**config.mk**
```make
export PLATFORM = sky130hd
export DESIGN_NAME = quadrature_decoder
export DESIGN_NICKNAME = d
export VERILOG_FILES = /design/src/rtl/quadrature_decoder.sv
export SDC_FILE = /design/constraint.sdc
export NUM_CORES = 1
export LEC_CHECK = 0
export BUFFER_PORTS_ARGS = -buffer_cell sky130_fd_sc_hd__buf_4
export CORE_MARGIN = 4
export CORE_UTILIZATION = 58
export CTS_CLUSTER_SIZE = 8
export DETAILED_ROUTE_END_ITERATION = 16
export GPL_TIMING_DRIVEN = 0
export PLACE_DENSITY = 0.79
export REMOVE_ABC_BUFFERS = 1
export SYNTH_ARGS = -nofsm -noshare
export SYNTH_HDL_FRONTEND = slang
export SYNTH_SLANG_ARGS = --single-unit
```
**constraint.sdc**
```tcl
create_clock -name clock_in -period 4.5 [get_ports clock_in]
set_input_delay 0.675 -clock clock_in [delete_from_list [all_inputs] [get_ports clock_in]]
set_output_delay 0.675 -clock clock_in [all_outputs]
set_load 0.01 [all_outputs]
```
**src/rtl/quadrature_decoder.sv**
```systemverilog
// Quadrature decoder: sync + deglitch A/B, decode Gray steps into
// a wrapping position count, direction, step pulse and step period.
module quadrature_decoder #(
  parameter int COUNT_W     = 16,
  parameter int SYNC_STAGES = 2,
  parameter int FILTER_LEN  = 1
) (
  input  logic               clock_in,
  input  logic               reset_n,
  input  logic               quad_a,
  input  logic               quad_b,
  input  logic               clear,
  output logic [COUNT_W-1:0] count,
  output logic               dir,
  output logic               step,
  output logic               error,
  output logic [COUNT_W-1:0] period
);

  localparam int FW = $clog2(FILTER_LEN + 1);
  localparam int SW = $clog2(SYNC_STAGES + FILTER_LEN + 2);
  localparam logic [FW-1:0] FLAST = FW'(FILTER_LEN - 1);
  // One cycle past sync+filter depth so prev holds the filtered
  // value that crossed reset before decoding starts.
  localparam logic [SW-1:0] START_LD =
    SW'(SYNC_STAGES + FILTER_LEN + 1);

  logic [SYNC_STAGES-1:0] r_sync_a;
  logic [SYNC_STAGES-1:0] r_sync_b;
  logic [1:0]             r_filt;
  logic [FW-1:0]          r_fcnt [2];
  logic [1:0]             r_prev;
  logic [SW-1:0]          r_start;
  logic [COUNT_W-1:0]     r_cyc;

  logic [1:0]         w_synced;
  logic [1:0]         w_pcur;
  logic [1:0]         w_pprev;
  logic [1:0]         w_delta;
  logic               w_run;
  logic               w_fwd;
  logic               w_rev;
  logic               w_bad;
  logic               w_step;
  logic [COUNT_W-1:0] w_cyc_sat;

  // Input synchronizer chains, bit 0 is the first flop
  always_ff @(posedge clock_in) begin
    if (!reset_n) begin
      r_sync_a <= '0;
      r_sync_b <= '0;
    end else begin
      r_sync_a[0] <= quad_a;
      r_sync_b[0] <= quad_b;
      for (int i = 1; i < SYNC_STAGES; i++) begin
        r_sync_a[i] <= r_sync_a[i-1];
        r_sync_b[i] <= r_sync_b[i-1];
      end
    end
  end

  assign w_synced = {r_sync_a[SYNC_STAGES-1],
                     r_sync_b[SYNC_STAGES-1]};

  // Deglitch: filtered bit follows synced bit after FILTER_LEN
  // consecutive differing cycles
  always_ff @(posedge clock_in) begin
    if (!reset_n) begin
      r_filt    <= '0;
      r_fcnt[0] <= '0;
      r_fcnt[1] <= '0;
    end else begin
      for (int i = 0; i < 2; i++) begin
        if (w_synced[i] == r_filt[i]) begin
          r_fcnt[i] <= '0;
        end else if (r_fcnt[i] == FLAST) begin
          r_filt[i] <= w_synced[i];
          r_fcnt[i] <= '0;
        end else begin
          r_fcnt[i] <= r_fcnt[i] + 1'b1;
        end
      end
    end
  end

  // Gray {A,B} -> position 00:0 10:1 11:2 01:3; the mod-4
  // difference gives direction or an illegal double change
  always_comb begin
    w_pcur    = {r_filt[0], r_filt[1] ^ r_filt[0]};
    w_pprev   = {r_prev[0], r_prev[1] ^ r_prev[0]};
    w_delta   = w_pcur - w_pprev;
    w_run     = (r_start == '0);
    w_fwd     = w_run && (w_delta == 2'd1);
    w_rev     = w_run && (w_delta == 2'd3);
    w_bad     = w_run && (w_delta == 2'd2);
    w_step    = w_fwd | w_rev;
    w_cyc_sat = (&r_cyc) ? r_cyc : r_cyc + 1'b1;
  end

  // Startup window, position/direction/error and period tracking
  always_ff @(posedge clock_in) begin
    if (!reset_n) begin
      count   <= '0;
      dir     <= 1'b0;
      step    <= 1'b0;
      error   <= 1'b0;
      period  <= '0;
      r_cyc   <= '0;
      r_prev  <= '0;
      r_start <= START_LD;
    end else begin
      r_prev <= r_filt;
      step   <= w_step;
      if (!w_run) begin
        r_start <= r_start - 1'b1;
      end
      if (w_step) begin
        dir    <= w_fwd;
        period <= w_cyc_sat;
        r_cyc  <= '0;
      end else if (w_run) begin
        r_cyc <= w_cyc_sat;
      end
      if (clear) begin
        count <= '0;
      end else if (w_fwd) begin
        count <= count + 1'b1;
      end else if (w_rev) begin
        count <= count - 1'b1;
      end
      if (clear) begin
        error <= 1'b0;
      end else if (w_bad) begin
        error <= 1'b1;
      end
    end
  end

endmodule
```
; ---- Word-level counts from Yosys, hierarchy flattened
; Memory sizes are Yosys's and may differ from the RTL's.
; Index checks and enable logic that the tools add are counted.
[op_classes]
addsub = 7
n_mul = 0
shifts = 0
muxes = 32
n_reduce_logical = 10
bitwise = 14
n_lt_le_gt_ge = 0
n_eq_ne = 5
div_mod_pow = 0
[ops]
columns = op, count
row1 = two-way mux 16 bit, 3
row2 = adder 16 x 1 -> 16 bit (second input constant), 2
row3 = two-way mux 1 bit, 29
row4 = AND reduction 16 bit, 1
row5 = subtractor 16 x 1 -> 16 bit (second input constant), 1
row6 = OR 1 bit, 7
row7 = inverter 1 bit, 5
row8 = == test 2 bit (second input constant), 2
row9 = AND reduction 2 bit, 2
row10 = OR reduction 2 bit, 2
row11 = logical AND 1 bit, 3
row12 = zero test 3 bit, 1
row13 = subtractor 3 x 1 -> 3 bit (second input constant), 1
row14 = adder 1 bit (second input constant), 2
row15 = == test 1 bit, 2
row16 = == test 2 x 1 -> 1 bit (second input constant), 1
row17 = nonzero test 2 bit, 1
row18 = subtractor 2 bit, 1
row19 = XOR 1 bit, 2
[word_totals]
mem_count = 1
output_inout_bits = 35
ramBits = 2
reg_bits = 62
inputBits = 5
latchBits = 0
rom_bits = 0
[memory_table]
columns = name, depth, width, rd, rd_ports_with_merged_regs, wr, line
row1 = r_fcnt, 2, 1, 2, 0, 2, 31  ; logic [FW-1:0] r_fcnt [2];

; ---- Longest topological paths before layout
[depth]
depth_word = 7
depth_mapped = 14
ltp_nobuf = 13

; ---- Worst setup path before layout
; Ideal clock, no wire load.
[synth_timing]
path_type = flip-flop to flip-flop
startpoint = register r_filt[0]
endpoint = register count[15]
setup_time_ns = 0.072
stages_incl_launch_ff = 13
arrival_time_ns = 3.099
period_less_slack_ns = 3.170
path_buffers = 0
slack_ns = 1.330
required_ns = 4.428
path_cell_list = dfxtp_1 -> xnor2_1 -> ha_1 -> xnor2_1 -> xnor2_1 -> nand2b_1 -> ha_1 -> a211oi_1 -> o211ai_1 -> a31oi_1 -> a211o_1 -> mux2i_1 -> mux2i_1
[synth_between]
elab_chain_len = 5
[synth_lines]
columns = item, line
row1 = "start, declared", 30  ; logic [1:0] r_filt;
row2 = "start signal, assigned by index", 77  ; r_filt[i] <= w_synced[i];
row3 = XOR 1 bit, 89  ; w_pcur = {r_filt[0], r_filt[1] ^ r_filt[0]};
row4 = subtractor 2 bit *, 91  ; w_delta = w_pcur - w_pprev;
row5 = == test 2 x 1 -> 1 bit or == test 2 bit (tied branches), "93, 94"
row6 = logical AND 1 bit (on tied branches), "93, 94"
row7 = two-way mux 16 bit or nonzero test 2 bit (tied branches), --
row8 = "end signal, assigned", 127  ; count <= count + 1'b1;
row9 = "end signal, assigned", 129  ; count <= count - 1'b1;
row10 = "end, declared", 13  ; output logic [COUNT_W-1:0] count,
; Mark *: on every way between the ends. The rest lies on a longest branch, timed or not.
; A chain may end at the register's enable or synchronous reset.

; ---- Final worst setup path
[layout_timing]
startpoint = register r_start[0]
endpoint = register count[15]
[layout_between]
elab_chain_len = 3
[layout_lines]
columns = item, line
row1 = "start, declared", 33  ; logic [SW-1:0] r_start;
row2 = "start signal, assigned", 115  ; r_start <= r_start - 1'b1;
row3 = zero test 3 bit *, 92  ; w_run = (r_start == '0);
row4 = logical AND 1 bit (on tied branches), "93, 94"
row5 = two-way mux 16 bit or nonzero test 2 bit (tied branches), --
; Marked as above.

==> impl_summary.txt <==
----------------------------------------------------
[Setup path]
  Sort of element at the end of the critical path ... flop
  Setup crit start ... r_start[0]
  Capturing point of the worst reg2reg path ... count[15]
  Required @ worst endpoint ... 4.77 ns
  WP data arrival ... between 4 and 5 ns
  Category of the worst setup path launch point ... flop
  Startpoint of the worst-slack reg-to-reg timing path ... r_start[0]
  Setup slack of the worst register-to-register path ... roughly 0.41 ns
  Maximum fanout count along the critical path ... 20
  Cell count of the worst reg-to-reg path ... 12
  Worst setup path category ... flop to flop
  End point of the critical path ... count[15]

[Clock tree]
  Clock root buffer master ... sky130_fd_sc_hd__clkbuf_8
  Worst-skew pair later-pin latency ... ~0.34 ns
  TritonCTS clock tree ... yes
  Clock-pin slew on the worst setup and hold paths ... ~0.07 ns
  Setup bufs post-CTS ... 0
  Number of gates resized after cts ... 0
  H-tree levels ... 3
  Hold Buf Count CTS ... 0
  CTS max path bufs ... 2
  Number of buffers created by CTS ... 9
  TritonCTS sink count ... 64

[STA]
  Worst-case headroom to the max-slew limit ... between 30 and 40%
  Unrepaired setup endpoints after global routing ... no
  Post-layout min period ... between 4 and 5 ns
  Clock skew after layout ... between 0.005 and 0.006 ns
  Setup WS post-layout ... a little over 0.4 ns
  Fraction of the cycle the final worst path needs ... between 90 and 100%
  Setup Viol. Count Final ... 0
  Max Clk Rate ... 244 MHz
  Final Slew Violations ... 0
  Worst slew pin tran ... about 0.93 ns
  Hold Vio Cnt, Final ... 0

[Power]
  Maximum resistive drop on vdd ... about 190 µV
  Leakage component of the power ... between 1.5 and 2 nW
  Reported net switching power ... between 400 and 500 µW
  Proportion of power drawn by the clock network ... a little over a third
  PD cells ... about 350 nW/µm²
  Switching share of power ... between 20% and 30%
  Total Power Consumption ... approximately 1.4 mW
  Register share of total power ... a little under half
  Design internal power ... ~970 µW
  Power share of the combinational group ... 19.3%

[Global routing]
  Antenna violations before repair ... 0
  Largest net degree at the start of global routing ... around 40
  Number of global-route vias before repair ... 2823
  GRT overflow ... 0
  Wire length of the first global-routing pass ... ~12000 µm
  Aggregate global-route resource usage ... about a fifth

[Final layout]
  Multi-input gate area in the final layout ... roughly 2000 µm²
  Total non-filler cell area in the finished layout ... between 3000 and 4000 µm²
  Share of layout cells above drive strength 1 ... between 10% and 20%
  NumNets Final ... 452
  Layout area overhead ... 15.7%
  Final cell count without fillers ... 504
  FF/Latch Area ... 1300 µm²
  Number of antenna diodes ... 0
  Fill cells ... ~470
  Final standard cell utilization of the core ... 69.9%

[Yosys]
  Synth unique cells ... between 40 and 50
  Dominant combinational cell family by area after synthesis ... simple AND/OR/NAND/NOR gates
  Xor and xnor fraction of the mapped netlist area ... between 9 and 10%
  Post-synthesis average cell area ... roughly 8.6 µm²
  Number of register bits inferred by synthesis ... 64
  Compound-cell area share of the yosys netlist ... between 10% and 20%
  Simple-gate share of the synthesized area ... between 20% and 30%
  Number of warning messages in the yosys log ... 0
  Post-synthesis cell area ... roughly 3400 µm²
  Share of cell area taken by muxes after synthesis ... under 10%
  Sequential share of the synthesized area ... about two fifths
  Post-synthesis adder-cell area fraction ... under 10%
  Synthesized netlist cell count ... a little under 400

[Placement]
  DP Area ... roughly 3700 µm²
  Count of placed standard cells including taps ... between 400 and 500
  Placer Congestion ... ~0.84
  Total half-perimeter wirelength after legalization and detailed placement ... 4940 µm
  Number of buffers inserted by port buffering ... 39
  Worst setup slack after placement ... about 0.1 ns

[Die]
  Number of cell rows ... 27
  Die Width ... ~84 µm
  Initial core utilization ... 60.4%
  Die Height ... roughly 84 µm
  Die Outline Area ... roughly 7100 µm²
  Top-Level Pins ... 40
  Total core area ... ~5600 µm²

[Route]
  Initial detailed-routing violation count ... 139
  Wirelength per Cell ... 14.5 µm
  Total number of vias ... around 2800
  Antenna-violating nets left ... 0
  First-pass iteration count of the detailed router ... 4
  DRC violation count after routing ... 0
  Total routed wirelength ... around 7300 µm
  Post-detailed-route via-to-cell ratio ... ~5.6

[Job]
  Number of maximum-capacitance violations ... 0

[Status]
  Result of the run ... completed

[Worst hold path]
  Worst min-delay path category ... flop to flop

----------------------------------------------------
-- kinds of logic after synthesis --
family                     Yosys count
and+or+nand+nor                    143
AOI/OAI and AO/OA                   90
DFF                                 64
xor gates and xnor gates            38
buffers and inverters               24
adders and majority gates           20
muxes                                9
other                                2
-- state kept, by name, summed over array words and instances (netlist names) --
| name | flops |
|---|---|
| count | 16 |
| r_prev | 2 |
| period | 16 |
| r_start | 3 |
| step | 1 |
| r_filt | 2 |
| dir | 1 |
| r_sync_a | 2 |
| error | 1 |
| r_sync_b | 2 |
| r_fcnt | 2 |
| r_cyc | 16 |
-- worst min-delay path by stage --
stage / start / end / slack, ns / cells past startpoint
floorplan: r_sync_a[0] / r_sync_a[1] / 0.41 / 1
global placement: r_sync_b[0] / r_sync_b[1] / 0.42 / 1
detailed placement: r_sync_b[0] / r_sync_b[1] / 0.42 / 1
CTS: r_sync_b[0] / r_sync_b[1] / 0.44 / 1
global route: r_sync_b[0] / r_sync_b[1] / 0.47 / 1
finish: r_sync_b[0] / r_sync_b[1] / 0.43 / 1
-- layout make-up --
type / count / area share (%)
Multi-Input combinational cell: 305 / 51.2
Sequential cell: 64 / 33.4
Timing Repair Buffer: 39 / 7.52
Clock buffer: 10 / 3.28
Tap cell: 72 / 2.31
Clock inverter: 6 / 1.54
Inverter: 8 / 0.771
-- cell usage in the layout, fill, tap and decap left out, types with 2 or more instances in the layout --
cell                       count
sky130_fd_sc_hd__a211oi_1      6
sky130_fd_sc_hd__ha_1         19
sky130_fd_sc_hd__clkbuf_8      9
sky130_fd_sc_hd__xor2_1       17
sky130_fd_sc_hd__nor2b_1       7
sky130_fd_sc_hd__and2_1       11
sky130_fd_sc_hd__o31a_1        2
sky130_fd_sc_hd__o21ai_0      24
sky130_fd_sc_hd__dfxtp_1      62
sky130_fd_sc_hd__conb_1        4
sky130_fd_sc_hd__mux2i_1       9
sky130_fd_sc_hd__buf_4        39
sky130_fd_sc_hd__a21o_1        6
sky130_fd_sc_hd__nand2b_1      7
sky130_fd_sc_hd__edfxtp_1      2
sky130_fd_sc_hd__o211a_1       3
sky130_fd_sc_hd__a31oi_1       5
sky130_fd_sc_hd__a21oi_1      29
sky130_fd_sc_hd__nor4_2        2
sky130_fd_sc_hd__xnor2_1      21
sky130_fd_sc_hd__nand3_1      22
sky130_fd_sc_hd__nand4_1       3
sky130_fd_sc_hd__a211o_1       4
sky130_fd_sc_hd__nand2_1      44
sky130_fd_sc_hd__and3_1        8
sky130_fd_sc_hd__inv_1         8
sky130_fd_sc_hd__clkinv_2      2
sky130_fd_sc_hd__o211ai_1      3
sky130_fd_sc_hd__nor2_1       29
-- synthesized netlist by cell type, drive strengths merged --
cell / count / area (µm²)
a211o: 4 / 35.0
a211oi: 6 / 45.0
a21boi: 1 / 7.51
a21o: 6 / 45.0
a21oi: 30 / 154
a31o: 1 / 8.76
a31oi: 5 / 31.3
a41oi: 1 / 8.76
and2: 11 / 68.8
and3: 8 / 50.1
and3b: 1 / 8.76
and4: 1 / 8.76
buf: 5 / 21.3
clkbuf: 11 / 41.3
conb: 2 / 7.51
dfxtp: 62 / 1240
edfxtp: 2 / 60.1
fa: 1 / 20.0
ha: 19 / 238
inv: 8 / 30.0
mux2i: 9 / 90.1
nand2: 45 / 171
nand2b: 7 / 43.8
nand3: 22 / 110
nand4: 4 / 40.0
nor2: 30 / 113
nor2b: 7 / 43.8
nor3: 1 / 5.00
nor4: 3 / 46.3
o211a: 3 / 30.0
o211ai: 3 / 22.5
o21a: 1 / 7.51
o21ai: 25 / 125
o21bai: 1 / 7.51
o31a: 2 / 17.5
o31ai: 1 / 7.51
or2: 1 / 6.26
or3: 1 / 6.26
or4: 1 / 7.51
xnor2: 21 / 184
xor2: 17 / 149
-- per-stage QoR --
step	hold WS, ns	TNS (ns)
after floorplan	0.412	-0.00290
after global placement	0.416	-15.25
after detailed placement	0.421	0
after CTS	0.438	0
after global routing	0.467	0
final	0.435	0
-- power groups by stage --
stage	clock, mW	combinational (mW)	sequential (mW)
CTS	0.489	0.264	0.629
detailed placement	0	0.262	0.642
finish	0.481	0.266	0.630
global placement	0	0.248	0.641
floorplan	0	0.189	0.642
global route	0.511	0.298	0.635
-- worst max-delay path: stages, from the launching register on --
cell	delay, ns
sky130_fd_sc_hd__dfxtp_1	0.32
sky130_fd_sc_hd__inv_1	0.08
sky130_fd_sc_hd__ha_1	0.19
sky130_fd_sc_hd__nand2b_1	0.27
sky130_fd_sc_hd__nor2_4	0.53
sky130_fd_sc_hd__nand2b_1	0.54
sky130_fd_sc_hd__ha_1	0.48
sky130_fd_sc_hd__a211oi_1	0.38
sky130_fd_sc_hd__o211ai_1	0.22
sky130_fd_sc_hd__a31oi_1	0.38
sky130_fd_sc_hd__a211o_1	0.20
sky130_fd_sc_hd__mux2i_1	0.23
sky130_fd_sc_hd__mux2i_1	0.20
-- routing by layer --
layer  GRT usage [%]  share of wire (%)  routed length, µm
met2            36.7                 51               3720
met5               0                  0                  0
met4            10.1                2.3                167
met3            4.02                3.7                267
met1            24.5                 43               3150
Note: power is estimated with default switching activity, not from simulation.
